--- config.mk ---
export PLATFORM = sky130hd
export DESIGN_NAME = uart_transmitter_flat
export DESIGN_NICKNAME = d
export VERILOG_FILES = /design/src/rtl/uart_transmitter_if.sv /design/src/rtl/uart_transmitter.sv /design/src/flat_wrapper.sv
export SDC_FILE = /design/constraint.sdc
export NUM_CORES = 1
export LEC_CHECK = 0
export ABC_CLOCK_PERIOD_IN_PS = 1900
export BUFFER_PORTS_ARGS = -buffer_cell sky130_fd_sc_hd__buf_2
export CORE_ASPECT_RATIO = 0.8
export CORE_MARGIN = 3
export CORE_UTILIZATION = 55
export DETAILED_ROUTE_END_ITERATION = 6
export HOLD_SLACK_MARGIN = 0.02
export PLACE_DENSITY = 0.83
export SYNTH_ARGS = -nofsm -noshare
export SYNTH_HDL_FRONTEND = slang
export SYNTH_SLANG_ARGS = --single-unit
--- constraint.sdc ---
create_clock -name clk -period 1.9 [get_ports clk]
set_input_delay 0.285 -clock clk [delete_from_list [all_inputs] [get_ports clk]]
set_output_delay 0.285 -clock clk [all_outputs]
set_load 0.02 [all_outputs]
--- src/rtl/uart_transmitter_if.sv ---
`default_nettype none
// ============================================================================
// Module      : uart_transmitter_if
// Description : Byte request / serial line bundle for the UART transmitter.
// Revision    : 1.0 - initial release
// ============================================================================
interface uart_transmitter_if;
    logic [7:0] tx_data;
    logic       tx_start;
    logic       TXD;
    logic       tx_busy;
    logic       tx_done;

    modport master (
        output tx_data,
        output tx_start,
        input  TXD,
        input  tx_busy,
        input  tx_done
    );

    modport slave (
        input  tx_data,
        input  tx_start,
        output TXD,
        output tx_busy,
        output tx_done
    );
endinterface
`default_nettype wire

--- src/rtl/uart_transmitter.sv ---
`default_nettype none
// ============================================================================
// Module      : uart_transmitter
// Description : Start / 8 data (LSB first) / 1-2 stop UART frame serialiser.
// Revision    : 1.0 - initial release
// ============================================================================
module uart_transmitter #(
    parameter int CLKS_PER_BIT = 1,
    parameter int STOP_BITS    = 1
) (
    input  logic              clk,
    input  logic              reset,
    uart_transmitter_if.slave bus
);

    localparam int c_BAUD_W = $clog2(CLKS_PER_BIT + 1);
    localparam int c_STOP_W = $clog2(2 * CLKS_PER_BIT + 1);
    localparam logic [c_BAUD_W-1:0] c_BAUD_LAST = c_BAUD_W'(CLKS_PER_BIT - 1);
    localparam logic [c_STOP_W-1:0] c_STOP_LAST = c_STOP_W'(STOP_BITS * CLKS_PER_BIT - 1);

    typedef enum logic [1:0] {
        S_IDLE  = 2'd0,
        S_START = 2'd1,
        S_DATA  = 2'd2,
        S_STOP  = 2'd3
    } state_t;

    state_t              r_state,    w_state_next;
    logic [c_BAUD_W-1:0] r_baud_cnt, w_baud_cnt_next;
    logic [c_STOP_W-1:0] r_stop_cnt, w_stop_cnt_next;
    logic [2:0]          r_bit_idx,  w_bit_idx_next;
    logic [7:0]          r_shift,    w_shift_next;
    logic                r_txd,      w_txd_next;
    logic                r_busy,     w_busy_next;
    logic                r_done,     w_done_next;
    logic [2:0]          w_bit_idx_inc;

    always_ff @(posedge clk or negedge reset) begin
        if (!reset) begin
            r_state    <= S_IDLE;
            r_baud_cnt <= '0;
            r_stop_cnt <= '0;
            r_bit_idx  <= '0;
            r_shift    <= '0;
            r_txd      <= 1'b1;
            r_busy     <= 1'b0;
            r_done     <= 1'b0;
        end else begin
            r_state    <= w_state_next;
            r_baud_cnt <= w_baud_cnt_next;
            r_stop_cnt <= w_stop_cnt_next;
            r_bit_idx  <= w_bit_idx_next;
            r_shift    <= w_shift_next;
            r_txd      <= w_txd_next;
            r_busy     <= w_busy_next;
            r_done     <= w_done_next;
        end
    end

    assign w_bit_idx_inc = r_bit_idx + 3'd1;

    always_comb begin
        w_state_next    = r_state;
        w_baud_cnt_next = r_baud_cnt;
        w_stop_cnt_next = r_stop_cnt;
        w_bit_idx_next  = r_bit_idx;
        w_shift_next    = r_shift;
        w_txd_next      = r_txd;
        w_busy_next     = r_busy;
        w_done_next     = 1'b0;

        case (r_state)
            S_IDLE: begin
                w_txd_next  = 1'b1;
                w_busy_next = 1'b0;
                if (bus.tx_start) begin
                    w_shift_next    = bus.tx_data;
                    w_state_next    = S_START;
                    w_txd_next      = 1'b0;
                    w_busy_next     = 1'b1;
                    w_baud_cnt_next = '0;
                end
            end
            S_START: begin
                if (r_baud_cnt == c_BAUD_LAST) begin
                    w_baud_cnt_next = '0;
                    w_bit_idx_next  = 3'd0;
                    w_state_next    = S_DATA;
                    w_txd_next      = r_shift[0];
                end else begin
                    w_baud_cnt_next = r_baud_cnt + 1'b1;
                end
            end
            S_DATA: begin
                if (r_baud_cnt == c_BAUD_LAST) begin
                    w_baud_cnt_next = '0;
                    if (r_bit_idx == 3'd7) begin
                        w_state_next    = S_STOP;
                        w_txd_next      = 1'b1;
                        w_stop_cnt_next = '0;
                    end else begin
                        w_bit_idx_next = w_bit_idx_inc;
                        w_txd_next     = r_shift[w_bit_idx_inc];
                    end
                end else begin
                    w_baud_cnt_next = r_baud_cnt + 1'b1;
                end
            end
            S_STOP: begin
                // Busy drops on the same edge the done pulse rises.
                if (r_stop_cnt == c_STOP_LAST) begin
                    w_state_next = S_IDLE;
                    w_busy_next  = 1'b0;
                    w_done_next  = 1'b1;
                end else begin
                    w_stop_cnt_next = r_stop_cnt + 1'b1;
                end
            end
            default: begin
                w_state_next = S_IDLE;
                w_txd_next   = 1'b1;
                w_busy_next  = 1'b0;
            end
        endcase
    end

    assign bus.TXD     = r_txd;
    assign bus.tx_busy = r_busy;
    assign bus.tx_done = r_done;

endmodule
`default_nettype wire

--- src/flat_wrapper.sv ---
// flat-port wrapper written by rule: the top's interface ports become plain ports
module uart_transmitter_flat 
#(
    parameter int CLKS_PER_BIT = 1,
    parameter int STOP_BITS    = 1
)
  (clk, reset, bus_tx_data, bus_tx_start, bus_TXD, bus_tx_busy, bus_tx_done);
  uart_transmitter_if bus_i ();
  input  logic clk;
  input  logic reset;
  input wire logic [$bits(bus_i.tx_data)-1:0] bus_tx_data;
  input wire logic [$bits(bus_i.tx_start)-1:0] bus_tx_start;
  output wire logic [$bits(bus_i.TXD)-1:0] bus_TXD;
  output wire logic [$bits(bus_i.tx_busy)-1:0] bus_tx_busy;
  output wire logic [$bits(bus_i.tx_done)-1:0] bus_tx_done;
  assign bus_i.tx_data = bus_tx_data;
  assign bus_i.tx_start = bus_tx_start;
  assign bus_TXD = bus_i.TXD;
  assign bus_tx_busy = bus_i.tx_busy;
  assign bus_tx_done = bus_i.tx_done;
  uart_transmitter #(.CLKS_PER_BIT(CLKS_PER_BIT), .STOP_BITS(STOP_BITS)) u_core (.clk(clk), .reset(reset), .bus(bus_i));
endmodule
## Yosys cells after proc, flatten, opt, wreduce, memory -nomap -nowiden

Cells that the tools add are included.

| cells by class | value |
|---|---|
| add/sub/neg operators | 3 |
| multiply operators | 0 |
| div/mod/pow operators | 0 |
| order comparisons | 1 |
| equal/unequal tests | 11 |
| shift operators | 0 |
| mux-type cells | 29 |
| bitwise gates (word level) | 0 |
| reduce and logical (&&, ||, !) cells | 15 |

Operator list:

| cell | count |
|---|---|
| $mux 2 | 8 |
| $mux 1 | 11 |
| $ne 2x2->1 const B | 5 |
| $mux 3 | 3 |
| $pmux 2 s4 | 1 |
| $reduce_and 4->1 | 2 |
| $reduce_bool 2->1 | 4 |
| $pmux 3 s2 | 1 |
| $reduce_and 2->1 | 3 |
| $reduce_and 5->1 | 1 |
| $eq 2x2->1 const B | 2 |
| $logic_not 2->1 | 2 |
| $lt 3x4->1 const B | 1 |
| $ne 2x1->1 const B | 2 |
| $pmux 1 s2 | 2 |
| $pmux 2 s2 | 1 |
| $add 3x1->3 const B | 1 |
| $bmux 1 s3 | 1 |
| $eq 3x3->1 const B | 1 |
| $pmux 1 s3 | 1 |
| $reduce_and 3->1 | 1 |
| $reduce_bool 3->1 | 1 |
| $add 2x1->2 const B | 1 |
| $eq 2x1->1 const B | 1 |
| other kinds (2) | 2 |

| word-level totals | value |
|---|---|
| register bits | 19 |
| bits in latches | 0 |
| RAM bits | 0 |
| bits in read-only memories | 0 |
| input bits | 11 |
| output and inout bits | 3 |
| logic and storage cells | 67 |
| memories kept | 0 |

## Longest topological paths before layout

Gate-level depths: netlist (run 1).

| logic depth | value |
|---|---|
| depth in word-level cells | 6 |
| mapped depth | 6 |
| mapped depth without buffers | 5 |

## Worst setup path before layout (run 1)

No wires, ideal clock.

| timing path | value |
|---|---|
| path type | reg2reg |
| start point | register u_core.r_bit_idx[0] |
| end point | register u_core.r_txd (netlist: u_core.bus.TXD) |
| setup time | 83 ps |
| arrival time | 1454 ps |
| required time | 1817 ps |
| slack | 363 ps |
| stages on the path, launching flop included | 5 |
| buffers on the path | 0 |
| clock period less this slack | 1537 ps |
| path through | dfrtp_1 > ha_1 > ha_1 > mux4_2 > a221o_1 |

| on the way | value |
|---|---|
| word-level cells in the longest chain between the ends | 6 |
| elaborated cells on any way between the ends | 7 |
| classes of those cells | add/sub: 1; eq/ne: 1; mux: 5 |

RTL lines:

| element | RTL line | text |
|---|---|---|
| start: declaration | uart_transmitter.sv:31 | `logic [2:0] r_bit_idx, w_bit_idx_next;` |
| start signal: assignment | uart_transmitter.sv:52 | `r_bit_idx <= w_bit_idx_next;` |
| $add 3x1->3 | uart_transmitter.sv:60 | `assign w_bit_idx_inc = r_bit_idx + 3'd1;` |
| $bmux 1 s3 | uart_transmitter.sv:103 | `w_txd_next = r_shift[w_bit_idx_inc];` |
| $mux 1 (implied by the code) | uart_transmitter.sv:103 |  |
| $mux 1 (*) | uart_transmitter.sv:97 | `if (r_bit_idx == 3'd7) begin` |
| $mux 1 (*) | uart_transmitter.sv:95 | `if (r_baud_cnt == c_BAUD_LAST) begin` |
| $pmux 1 s3 (*) | uart_transmitter.sv:72 | `case (r_state)` |
| end signal: assignment | uart_transmitter.sv:54 | `r_txd <= w_txd_next;` |
| end: declaration | uart_transmitter.sv:33 | `logic r_txd, w_txd_next;` |

Mark *: on every way between the ends. The rest lies on a longest branch, timed or not. The select of a mux whose other input is x is not followed.
A chain may end at the register's enable or synchronous reset.

## Worst setup path after layout (run 1)

| timing path | value |
|---|---|
| start point | register u_core.r_state[0] |
| end point | register u_core.r_state[0] |

| on the way | value |
|---|---|
| word-level cells in the longest chain between the ends | 3 |
| elaborated cells on any way between the ends | 11 |
| classes of those cells | eq/ne: 8; mux: 1; reduce/logical: 2 |

RTL lines:

| element | RTL line | text |
|---|---|---|
| start: declaration | uart_transmitter.sv:28 | `state_t r_state, w_state_next;` |
| start signal: assignment | uart_transmitter.sv:49 | `r_state <= w_state_next;` |
| $eq 2x1->1, or another cell as far along | uart_transmitter.sv:72 |  |
| $ne 2x2->1 (no source line) / $ne 2x1->1 (equally long branches) | - |  |
| $reduce_and 5->1 (no source line) | - |  |

Parallel ways exist; a longest one is shown, timed or not.

==> impl_metrics.py, run 1 <==
metrics = {
    "clock_tree": {
        "clk_pin_slew_ns": 0.10,
        "worst_skew_pair.late_latency_ns": 0.29,
        "cts_buffer_depth": 2,
        "clock-sinks": 18,
        "cts_tree": "yes",
        "post-cts-setup-buffers": 0,
        "htree_levels": 1,
        "cts-buffers-inserted": 3,
        "ctsResizeCount": 0,
        "holdBufCountCts": 1,
        "cts-root-buf": "clkbuf_4",
    },
    "critical_path": {
        "critPathTopFamily": "simple AND/OR/NAND/NOR gates",
        "reg2reg_to": "u_core.r_state[0]",
        "cp.depth": 5,
        "r2r_start": "u_core.r_state[0]",
        "critical_path_buf_inv_count": 1,
        "crit_required_ns": 2.12,
        "critPathLaunchType": "register",
        "rrSetupSlack_ns": 0.21,
        "crit_arrival_ns": 1.90,
        "end_kind": "register",
        "critical_path_class": "register to register",
        "slowest_delay_ns": 0.41,
        "crit_slowest_cell": "dfrtp_1",
        "cp_max_fo": 6,
        "ff2ff_path_depth": 5,
        "crit_chain": "inv_1 > ha_1 > nor2b_1 > nor3_1 > mux2i_1",
    },
    "sta": {
        "min_period_over_period_pct": 88.69,
        "setup_tns_ns": 0,
        "rsz0062_at_grt": "no",
        "fin_crit_ns": 1.685,
        "fin_ws_ns": 0.2149,
        "setup_viol": 0,
        "worst_pin_slew_ns": 0.4079,
        "final_hold_viol_count": 0,
        "skew_ns": 0.004204,
        "maxSlewHeadroom_pct": 72.11,
        "fmax_ghz": 0.5934,
        "finalMaxSlewViolations": 0,
    },
    "placed_design": {
        "dpl.hpwl_um": 1505,
        "port_buffers": 13,
        "dp_slack_ns": 0.2258,
        "gp_congestion": 0.7733,
        "post_dp_cell_area_um2": 1086,
    },
    "logic_synthesis": {
        "synth.avg_cell_area_um2": 11.39,
        "synth_cell_types": 29,
        "syn_nets": 108,
        "synthSimpleGateAreaFrac_pct": 9.738,
        "syn_area_um2": 1002,
        "synth_fa_ha_area_share_pct": 11.24,
        "synth_top_family_by_area": "multiplexers",
        "synth_compound_area_share_pct": 10.61,
        "synth_seq_cells": 18,
        "seq_area_frac_synth_pct": 45.07,
        "synth_warnings": 0,
        "synth_mux_area_share_pct": 18.23,
        "yosys.area_share.xor_xnor_pct": 0.8739,
        "synthCells": 88,
    },
    "global_route": {
        "gr-total-overflow": 0,
        "grt_pass1_vias": 769,
        "grt_max_degree": 19,
        "grt_pass1_wl_um": 3270,
        "antenna_found_initial": 0,
        "grtUsageTotal_pct": 19.46,
    },
    "floorplanning": {
        "io_pins": 14,
        "initial_core_util_pct": 59.82,
        "die_h_um": 44.18,
        "floorplan.die_area_um2": 2374,
        "core_area_um2": 1675,
        "rows": 13,
        "die_w_um": 53.73,
    },
    "detailed_routing": {
        "vias": 710,
        "drtIter0Drc": 10,
        "ant_nets": 0,
        "vias_per_cell": 5.591,
        "dr.pass1.iters": 4,
        "drc_errors": 0,
        "wl_per_cell_um": 14.91,
        "drt-total-wl_um": 1894,
    },
    "finish": {
        "layout-drive-gt1-share_pct": 27.62,
        "area_growth_syn_to_layout_pct": 12.98,
        "design_area_um2": 1132,
        "diodes": 0,
        "nNetsFinal": 126,
        "num-fill-cells": 127,
    },
    "power": {
        "seqPwrFrac_pct": 37.0,
        "clkPwrFrac_pct": 12.9,
        "power_density_nw_per_um2": 1592,
        "combPwrFrac_pct": 50.1,
        "switching_power_mw": 0.6928,
        "intPower_mw": 1.110,
        "peakVddDrop_v": 0.0008487,
        "switching_share_pct": 38.43,
        "leakage_nw": 0.5371,
    },
    "min_path": {
        "hold_depth": 2,
        "whs_endpoint": "u_core.r_shift[4]",
        "hp-start": "bus_tx_data[4]",
        "hp-class": "primary input to register",
    },
    "run": {
        "drv_cap": 0,
    },
    "outcome": {
        "outcome": "complete, no violations",
    },
}
cell families after synthesis:
group | after synthesis
compound gates | 15
buf+inv | 9
xor+xnor | 1
fa+ha+maj | 9
mux | 16
flops | 18
simple gates | 20
placed cells by master, fill, tap and decap left out, types with 2 or more instances in the layout:
cell type / instances
mux2_2: 8
buf_2: 13
nand2b_1: 2
nor2_1: 3
inv_1: 7
o21ai_0: 6
ha_1: 9
mux2i_1: 7
nor2b_1: 3
nand2_1: 7
clkbuf_4: 3
dfrtp_1: 17
cell usage after synthesis:
cell	n	area (µm²)
o221ai_1	1	8.760
a22o_1	1	8.760
mux2i_1	7	70.07
or2_2	1	6.260
dfstp_2	1	26.28
and2_1	1	6.260
a2111oi_0	1	8.760
nor3_1	1	5.000
and3_1	1	6.260
dfrtp_1	17	425.4
mux2_2	8	90.09
o211ai_1	1	7.510
inv_1	7	26.28
nand3_1	1	5.000
mux4_2	1	22.52
nor2_1	3	11.26
o21bai_1	1	7.510
a211oi_1	1	7.510
nand2_1	7	26.28
a221o_1	1	10.01
buf_2	1	5.000
a2bb2oi_1	1	8.760
nor2b_1	3	18.77
o31a_1	1	8.760
xor2_1	1	8.760
nand2b_1	2	12.51
buf_6	1	11.26
ha_1	9	112.6
o21ai_0	6	30.03
power by group through the flow:
| stage | logic (mW) | clock network (mW) | registers (mW) |
|---|---|---|---|
| after floorplan | 0.662 | 0 | 0.687 |
| after global placement | 0.839 | 0 | 0.663 |
| after detailed placement | 0.900 | 0 | 0.673 |
| after CTS | 0.903 | 0.242 | 0.666 |
| after global routing | 1.00 | 0.256 | 0.686 |
| final | 0.902 | 0.233 | 0.667 |
stage by stage:
stage               utilization (%)  power (mW)  hold slack, ns  instances
floorplan                         -       1.349        -0.01059         88
global placement              64.82       1.502          0.2340        122
detailed placement            64.82       1.573          0.2381        122
CTS                           67.59       1.810          0.2104        127
global route                  67.59       1.944          0.2059        127
finish                        67.59       1.803          0.2159        127
worst register-to-register path, cell delays in order (launching register included):
cell,delay (ns)
dfrtp_1,0.41
inv_1,0.11
ha_1,0.28
nor2b_1,0.19
nor3_1,0.36
mux2i_1,0.26
layout make-up:
| type | instances | area, µm² | share of cell area [%] |
|---|---|---|---|
| clock buffers | 4 | 36.28 | 3.204 |
| inverters | 7 | 26.28 | 2.320 |
| multi-input cells | 61 | 508.0 | 44.86 |
| flip-flops and latches | 18 | 451.7 | 39.89 |
| well taps | 22 | 27.53 | 2.431 |
| repair buffers | 15 | 82.58 | 7.293 |
layer usage:
layer	up-vias	GRT usage (%)	share of wire, %
met5	-	0	0
li1	340	-	-
met1	353	22.66	44
met3	5	6.734	3.8
met4	0	6.122	1.2
met2	12	33.33	51
registers in the layout, summed over array words and instances, names as in the netlist:
name and cells:
u_core.r_bit_idx 3, u_core.bus.tx_busy 1, u_core.bus.TXD 1, u_core.bus.tx_done 1, u_core.r_state 2, u_core.r_shift 8
u_core.r_stop_cnt 2
worst max-delay path by stage:
| stage | endpoint | startpoint |
|---|---|---|
| after floorplan | u_core.bus.TXD | u_core.r_bit_idx[0] |
| after global placement | u_core.bus.TXD | u_core.r_bit_idx[0] |
| after detailed placement | u_core.r_state[0] | u_core.r_state[0] |
| after CTS | u_core.r_state[0] | u_core.r_state[0] |
| after global routing | u_core.r_state[0] | u_core.r_state[0] |
| final | u_core.r_state[0] | u_core.r_state[0] |
Note: power is estimated with default switching activity, not from simulation.
==> run 2, diff against run 1 <==
--- a/config.mk
+++ b/config.mk
@@ -6,7 +6,7 @@
 export NUM_CORES = 1
 export LEC_CHECK = 0
 export ABC_CLOCK_PERIOD_IN_PS = 1900
-export BUFFER_PORTS_ARGS = -buffer_cell sky130_fd_sc_hd__buf_2
+export BUFFER_PORTS_ARGS = -buffer_cell sky130_fd_sc_hd__clkbuf_2
 export CORE_ASPECT_RATIO = 0.8
 export CORE_MARGIN = 3
 export CORE_UTILIZATION = 55
==> run 2 against run 1 <==
Sequential share of layout area unchanged. Critical endpoint is now u_core.r_state[1]. First-iteration DRC count increased by 90%. Worst setup slack worse by 0.078 ns. Via count fell by 0.70%. Critical path type unchanged.
==> impl_metrics.py, run 2 (synthesized netlist as in run 1, its figures left out) <==
metrics = {
    "outcome": {
        "outcome": "complete, no violations",
    },
    "floorplanning": {
        "initial_core_util_pct": 59.82,
        "die_w_um": 53.73,
        "core_area_um2": 1675,
        "die_h_um": 44.18,
        "io_pins": 14,
        "floorplan.die_area_um2": 2374,
        "rows": 13,
    },
    "placed_design": {
        "dp_slack_ns": 0.2048,
        "gp_congestion": 0.7559,
        "dpl.hpwl_um": 1471,
        "post_dp_cell_area_um2": 1086,
        "port_buffers": 13,
    },
    "finish": {
        "design_area_um2": 1132,
        "diodes": 0,
        "seqCellArea_um2": 451.7,
        "largest-register": "u_core.r_shift",
        "num-fill-cells": 122,
        "area_growth_syn_to_layout_pct": 12.98,
        "layout-drive-gt1-share_pct": 27.62,
        "largest_reg_flops": 8,
        "multi_input_area_um2": 508.0,
        "reg.largest.list": "u_core.r_shift (8), u_core.r_bit_idx (3)",
        "final_cell_mix": "dfrtp_1, clkbuf_2, ha_1, mux2_2",
        "mostFrequentLayoutCell": "dfrtp_1",
        "utilization_pct": 67.59,
        "nNetsFinal": 126,
    },
    "global_route": {
        "grt_max_degree": 19,
        "antenna_found_initial": 0,
        "grt_pass1_wl_um": 3360,
        "grt_pass1_vias": 736,
        "grtUsageTotal_pct": 20.17,
        "gr-total-overflow": 0,
    },
    "detailed_routing": {
        "wl_per_cell_um": 15.00,
        "drt-total-wl_um": 1905,
        "vias_per_cell": 5.551,
        "vias": 705,
        "drc_errors": 0,
        "dr.pass1.iters": 4,
        "drtIter0Drc": 19,
        "ant_nets": 0,
    },
    "sta": {
        "fin_ws_ns": 0.1367,
        "rsz0062_at_grt": "no",
        "fmax_ghz": 0.5671,
        "setup_tns_ns": 0,
        "fin_crit_ns": 1.763,
        "maxSlewHeadroom_pct": 70.10,
        "skew_ns": 0.008956,
        "final_hold_viol_count": 0,
        "min_period_over_period_pct": 92.81,
        "finalMaxSlewViolations": 0,
        "worst_pin_slew_ns": 0.4485,
        "setup_viol": 0,
    },
    "clock_tree": {
        "cts-buffers-inserted": 3,
        "cts_buffer_depth": 2,
        "clock-sinks": 18,
        "cts_tree": "yes",
        "htree_levels": 1,
        "clk_pin_slew_ns": 0.11,
        "cts-root-buf": "clkbuf_4",
        "post-cts-setup-buffers": 0,
        "worst_skew_pair.late_latency_ns": 0.29,
    },
    "power": {
        "seqPwrFrac_pct": 37.3,
        "peakVddDrop_v": 0.0008493,
        "clkPwrFrac_pct": 13.1,
        "switching_power_mw": 0.6783,
        "leakage_nw": 0.5386,
        "intPower_mw": 1.108,
        "switching_share_pct": 37.97,
        "power_density_nw_per_um2": 1577,
        "combPwrFrac_pct": 49.6,
        "p_total_mw": 1.786,
    },
    "min_path": {
        "hp-start": "bus_tx_data[6]",
        "hp-class": "primary input to register",
    },
    "critical_path": {
        "slowest_delay_ns": 0.40,
        "critPathLaunchType": "register",
        "crit_slowest_cell": "dfrtp_1",
        "crit_required_ns": 2.12,
        "crit_arrival_ns": 1.98,
        "end_kind": "register",
        "critPathTopFamily": "simple AND/OR/NAND/NOR gates",
        "crit_chain": "ha_1 > ha_1 > nor2b_1 > nor3_1 > mux2i_1",
        "cp_max_fo": 6,
        "r2r_start": "u_core.r_bit_idx[1]",
        "critical_path_buf_inv_count": 0,
        "path_common_cell": "ha_1",
        "critical_path_class": "register to register",
        "startpoint": "u_core.r_bit_idx[1]",
    },
    "run": {
        "drv_cap": 0,
    },
}
run 2: cell types whose count changed in the layout (fill, tap and decap cells not counted), sizes merged:
cell / previous run / this run
buf: 14 / 1
clkbuf: 4 / 17
run 2: through the flow:
step,cells,hold slack [ns]
6_report,127,0.2171
5_1_grt,127,0.2062
4_1_cts,127,0.2098
3_5_place_dp,122,0.2518
3_3_place_gp,122,0.2492
2_1_floorplan,88,-0.01059
run 2: metal layers:
metal | wire length, µm | GRT usage, % | vias to the layer above
li1 | - | - | 345
met1 | 823 | 24.18 | 342
met2 | 979 | 33.82 | 16
met3 | 83 | 6.061 | 2
met4 | 18 | 7.653 | 0
met5 | 0 | 0 | -
run 2: layout make-up:
cell class	instances	area share, %
clock buffer	4	3.204
multi-input combinational	61	44.86
tap	22	2.431
sequential	18	39.89
inverter	7	2.320
timing repair buffer	15	7.293
run 2: worst paths after layout:
check	end	slack, ns	cells after the start
min in group asynchronous	u_core.r_shift[6]	0.45	2
worst max register to register	u_core.r_state[1]	0.14	5
worst max-delay path	u_core.r_state[1]	0.14	5
worst min-delay path	u_core.r_shift[6]	0.22	2
worst min register to register	u_core.r_shift[4]	0.51	1
max in group asynchronous	u_core.bus.TXD	1.10	2
run 2: worst reg2reg max path: cells and delay by family (launching register included):
family	cells	cell delay, ns
fa+ha+maj	2	0.49
mux	1	0.26
simple gates	2	0.54
flops	1	0.40
run 2: power groups by stage:
stage	combinational (mW)	clock, mW	sequential [mW]
after floorplan	0.662	0	0.687
after global placement	0.837	0	0.664
after detailed placement	0.884	0	0.675
after CTS	0.887	0.244	0.668
after global routing	0.992	0.263	0.686
final	0.885	0.235	0.666
run 2: repair_timing:
action | 4_1_cts | 5_1_grt
hold buffers | 1 | 0
endpoints found under the setup margin | 0 | 0
gates resized for setup | 0 | 0
endpoints found under the hold margin | 17 | 0
==> run 3, diff against run 2 <==
--- a/config.mk
+++ b/config.mk
@@ -13,6 +13,8 @@
 export DETAILED_ROUTE_END_ITERATION = 6
 export HOLD_SLACK_MARGIN = 0.02
 export PLACE_DENSITY = 0.83
+export REMOVE_ABC_BUFFERS = 1
 export SYNTH_ARGS = -nofsm -noshare
 export SYNTH_HDL_FRONTEND = slang
 export SYNTH_SLANG_ARGS = --single-unit
+export TNS_END_PERCENT = 5
==> run 3 against run 2 <==
Maximum frequency increased by 4.0%. Die area unchanged. Clock-buffer cell count unchanged. Via count decreased by 1.3%. Critical endpoint is now u_core.bus.TXD.
==> impl_metrics.py, run 3 (synthesized netlist as in run 1, its figures left out) <==
metrics = {
    "sta": {
        "finalMaxSlewViolations": 0,
        "rsz0062_at_grt": "no",
        "fmax_ghz": 0.5898,
        "worst_pin_slew_ns": 0.4535,
        "holdWs_ns": 0.2084,
        "setup_tns_ns": 0,
        "skew_ns": 0.002914,
        "min_period_over_period_pct": 89.23,
        "final_hold_viol_count": 0,
        "maxSlewHeadroom_pct": 68.99,
        "setup_viol": 0,
        "fin_crit_ns": 1.695,
    },
    "run": {
        "drv_cap": 0,
    },
    "floorplanning": {
        "initial_core_util_pct": 59.82,
        "die_w_um": 53.73,
        "rows": 13,
        "floorplan.die_area_um2": 2374,
        "core_area_um2": 1675,
        "io_pins": 14,
        "die_h_um": 44.18,
    },
    "finish": {
        "area_growth_syn_to_layout_pct": 12.98,
        "nNetsFinal": 126,
        "diodes": 0,
        "mostFrequentLayoutCell": "dfrtp_1",
        "largest_reg_flops": 8,
        "final_cell_mix": "dfrtp_1, clkbuf_2, ha_1, mux2_2",
        "reg.largest.list": "u_core.r_shift (8), u_core.r_bit_idx (3)",
        "largest-register": "u_core.r_shift",
        "num-fill-cells": 138,
        "layout-drive-gt1-share_pct": 27.62,
    },
    "clock_tree": {
        "cts_tree": "yes",
        "ctsResizeCount": 0,
        "htree_levels": 1,
        "cts_buffer_depth": 2,
        "cts-buffers-inserted": 3,
        "holdBufCountCts": 1,
        "clock-sinks": 18,
        "cts-root-buf": "clkbuf_4",
        "post-cts-setup-buffers": 0,
        "clk_pin_slew_ns": 0.11,
        "worst_skew_pair.late_latency_ns": 0.30,
    },
    "critical_path": {
        "crit_arrival_ns": 1.94,
        "r2r_start": "u_core.r_state[1]",
        "cp_max_fo": 4,
        "critPathLaunchType": "register",
        "crit_required_ns": 2.15,
        "end_kind": "register",
        "ff2ff_path_depth": 5,
        "critical_path_class": "register to register",
        "rrSetupSlack_ns": 0.20,
        "reg2reg_to": "u_core.bus.TXD",
    },
    "power": {
        "power_density_nw_per_um2": 1578,
        "seqPwrFrac_pct": 37.2,
        "intPower_mw": 1.107,
        "peakVddDrop_v": 0.0009236,
        "clkPwrFrac_pct": 13.5,
        "combPwrFrac_pct": 49.3,
        "switching_power_mw": 0.6791,
        "leakage_nw": 0.5386,
        "switching_share_pct": 38.01,
    },
    "global_route": {
        "antenna_found_initial": 0,
        "grtUsageTotal_pct": 18.06,
        "gr-total-overflow": 0,
        "grt_max_degree": 19,
        "grt_pass1_vias": 686,
        "grt_pass1_wl_um": 3008,
    },
    "detailed_routing": {
        "drt-total-wl_um": 1768,
        "drc_errors": 0,
        "dr.pass1.iters": 4,
        "ant_nets": 0,
        "vias": 696,
        "wl_per_cell_um": 13.92,
        "drtIter0Drc": 18,
        "vias_per_cell": 5.480,
    },
    "min_path": {
        "whs_endpoint": "u_core.r_shift[7]",
        "hp-start": "bus_tx_data[7]",
        "hp-class": "primary input to register",
        "hold_depth": 2,
    },
    "placed_design": {
        "port_buffers": 13,
        "gp_congestion": 0.8140,
        "dpl.hpwl_um": 1362,
    },
    "outcome": {
        "outcome": "complete, no violations",
    },
}
[run 3: cell counts in the layout (fill, tap and decap cells not counted)]
Identical to the previous run, type by type.
[run 3: final cells by class]
cell class | count | area (µm²) | area share [%]
clock buffers | 4 | 36.28 | 3.204
inverters | 7 | 26.28 | 2.320
multi-input cells | 61 | 508.0 | 44.86
flip-flops and latches | 18 | 451.7 | 39.89
well taps | 22 | 27.53 | 2.431
repair buffers | 15 | 82.58 | 7.293
[run 3: worst max-delay path by stage]
stage,startpoint,endpoint,slack [ns],depth (start not counted)
global route,u_core.r_state[1],u_core.bus.TXD,0.09,5
global placement,u_core.r_bit_idx[0],u_core.bus.TXD,0.32,4
finish,u_core.r_state[1],u_core.bus.TXD,0.20,5
detailed placement,u_core.r_state[0],u_core.r_state[0],0.24,5
floorplan,u_core.r_bit_idx[0],u_core.bus.TXD,0.26,4
CTS,u_core.r_state[0],u_core.r_state[0],0.23,5
[run 3: per-stage QoR]
| stage | power, mW | utilization (%) | instances | area, µm² | setup WS, ns |
|---|---|---|---|---|---|
| floorplan | 1.326 | - | 86 | 985.9 | 0.2639 |
| global placement | 1.502 | 64.82 | 122 | 1086 | 0.3150 |
| detailed placement | 1.549 | 64.82 | 122 | 1086 | 0.2445 |
| CTS | 1.795 | 67.59 | 127 | 1132 | 0.2303 |
| global route | 1.937 | 67.59 | 127 | 1132 | 0.09079 |
| finish | 1.787 | 67.59 | 127 | 1132 | 0.2046 |
[run 3: per-layer routing]
layer	global-route usage [%]	vias up	wire, µm	share of wire, %
met1	23.11	330	816	46
met3	7.071	2	94	5.3
met4	6.122	0	12	0.68
li1	-	349	-	-
met2	27.78	15	845	48
met5	0	-	0	0
[run 3: critical path, cell delays in order (launching register included)]
cell and delay (ns):
dfrtp_1 0.43, inv_1 0.12, ha_1 0.33, inv_1 0.07, a2111oi_0 0.48, a221o_1 0.21
[run 3: power by group through the flow]
stage	Combinational, mW	Clock [mW]	Sequential (mW)
after CTS	0.879	0.252	0.665
after global routing	0.982	0.268	0.688
after floorplan	0.627	0	0.700
after detailed placement	0.876	0	0.673
final	0.881	0.241	0.664
after global placement	0.837	0	0.664
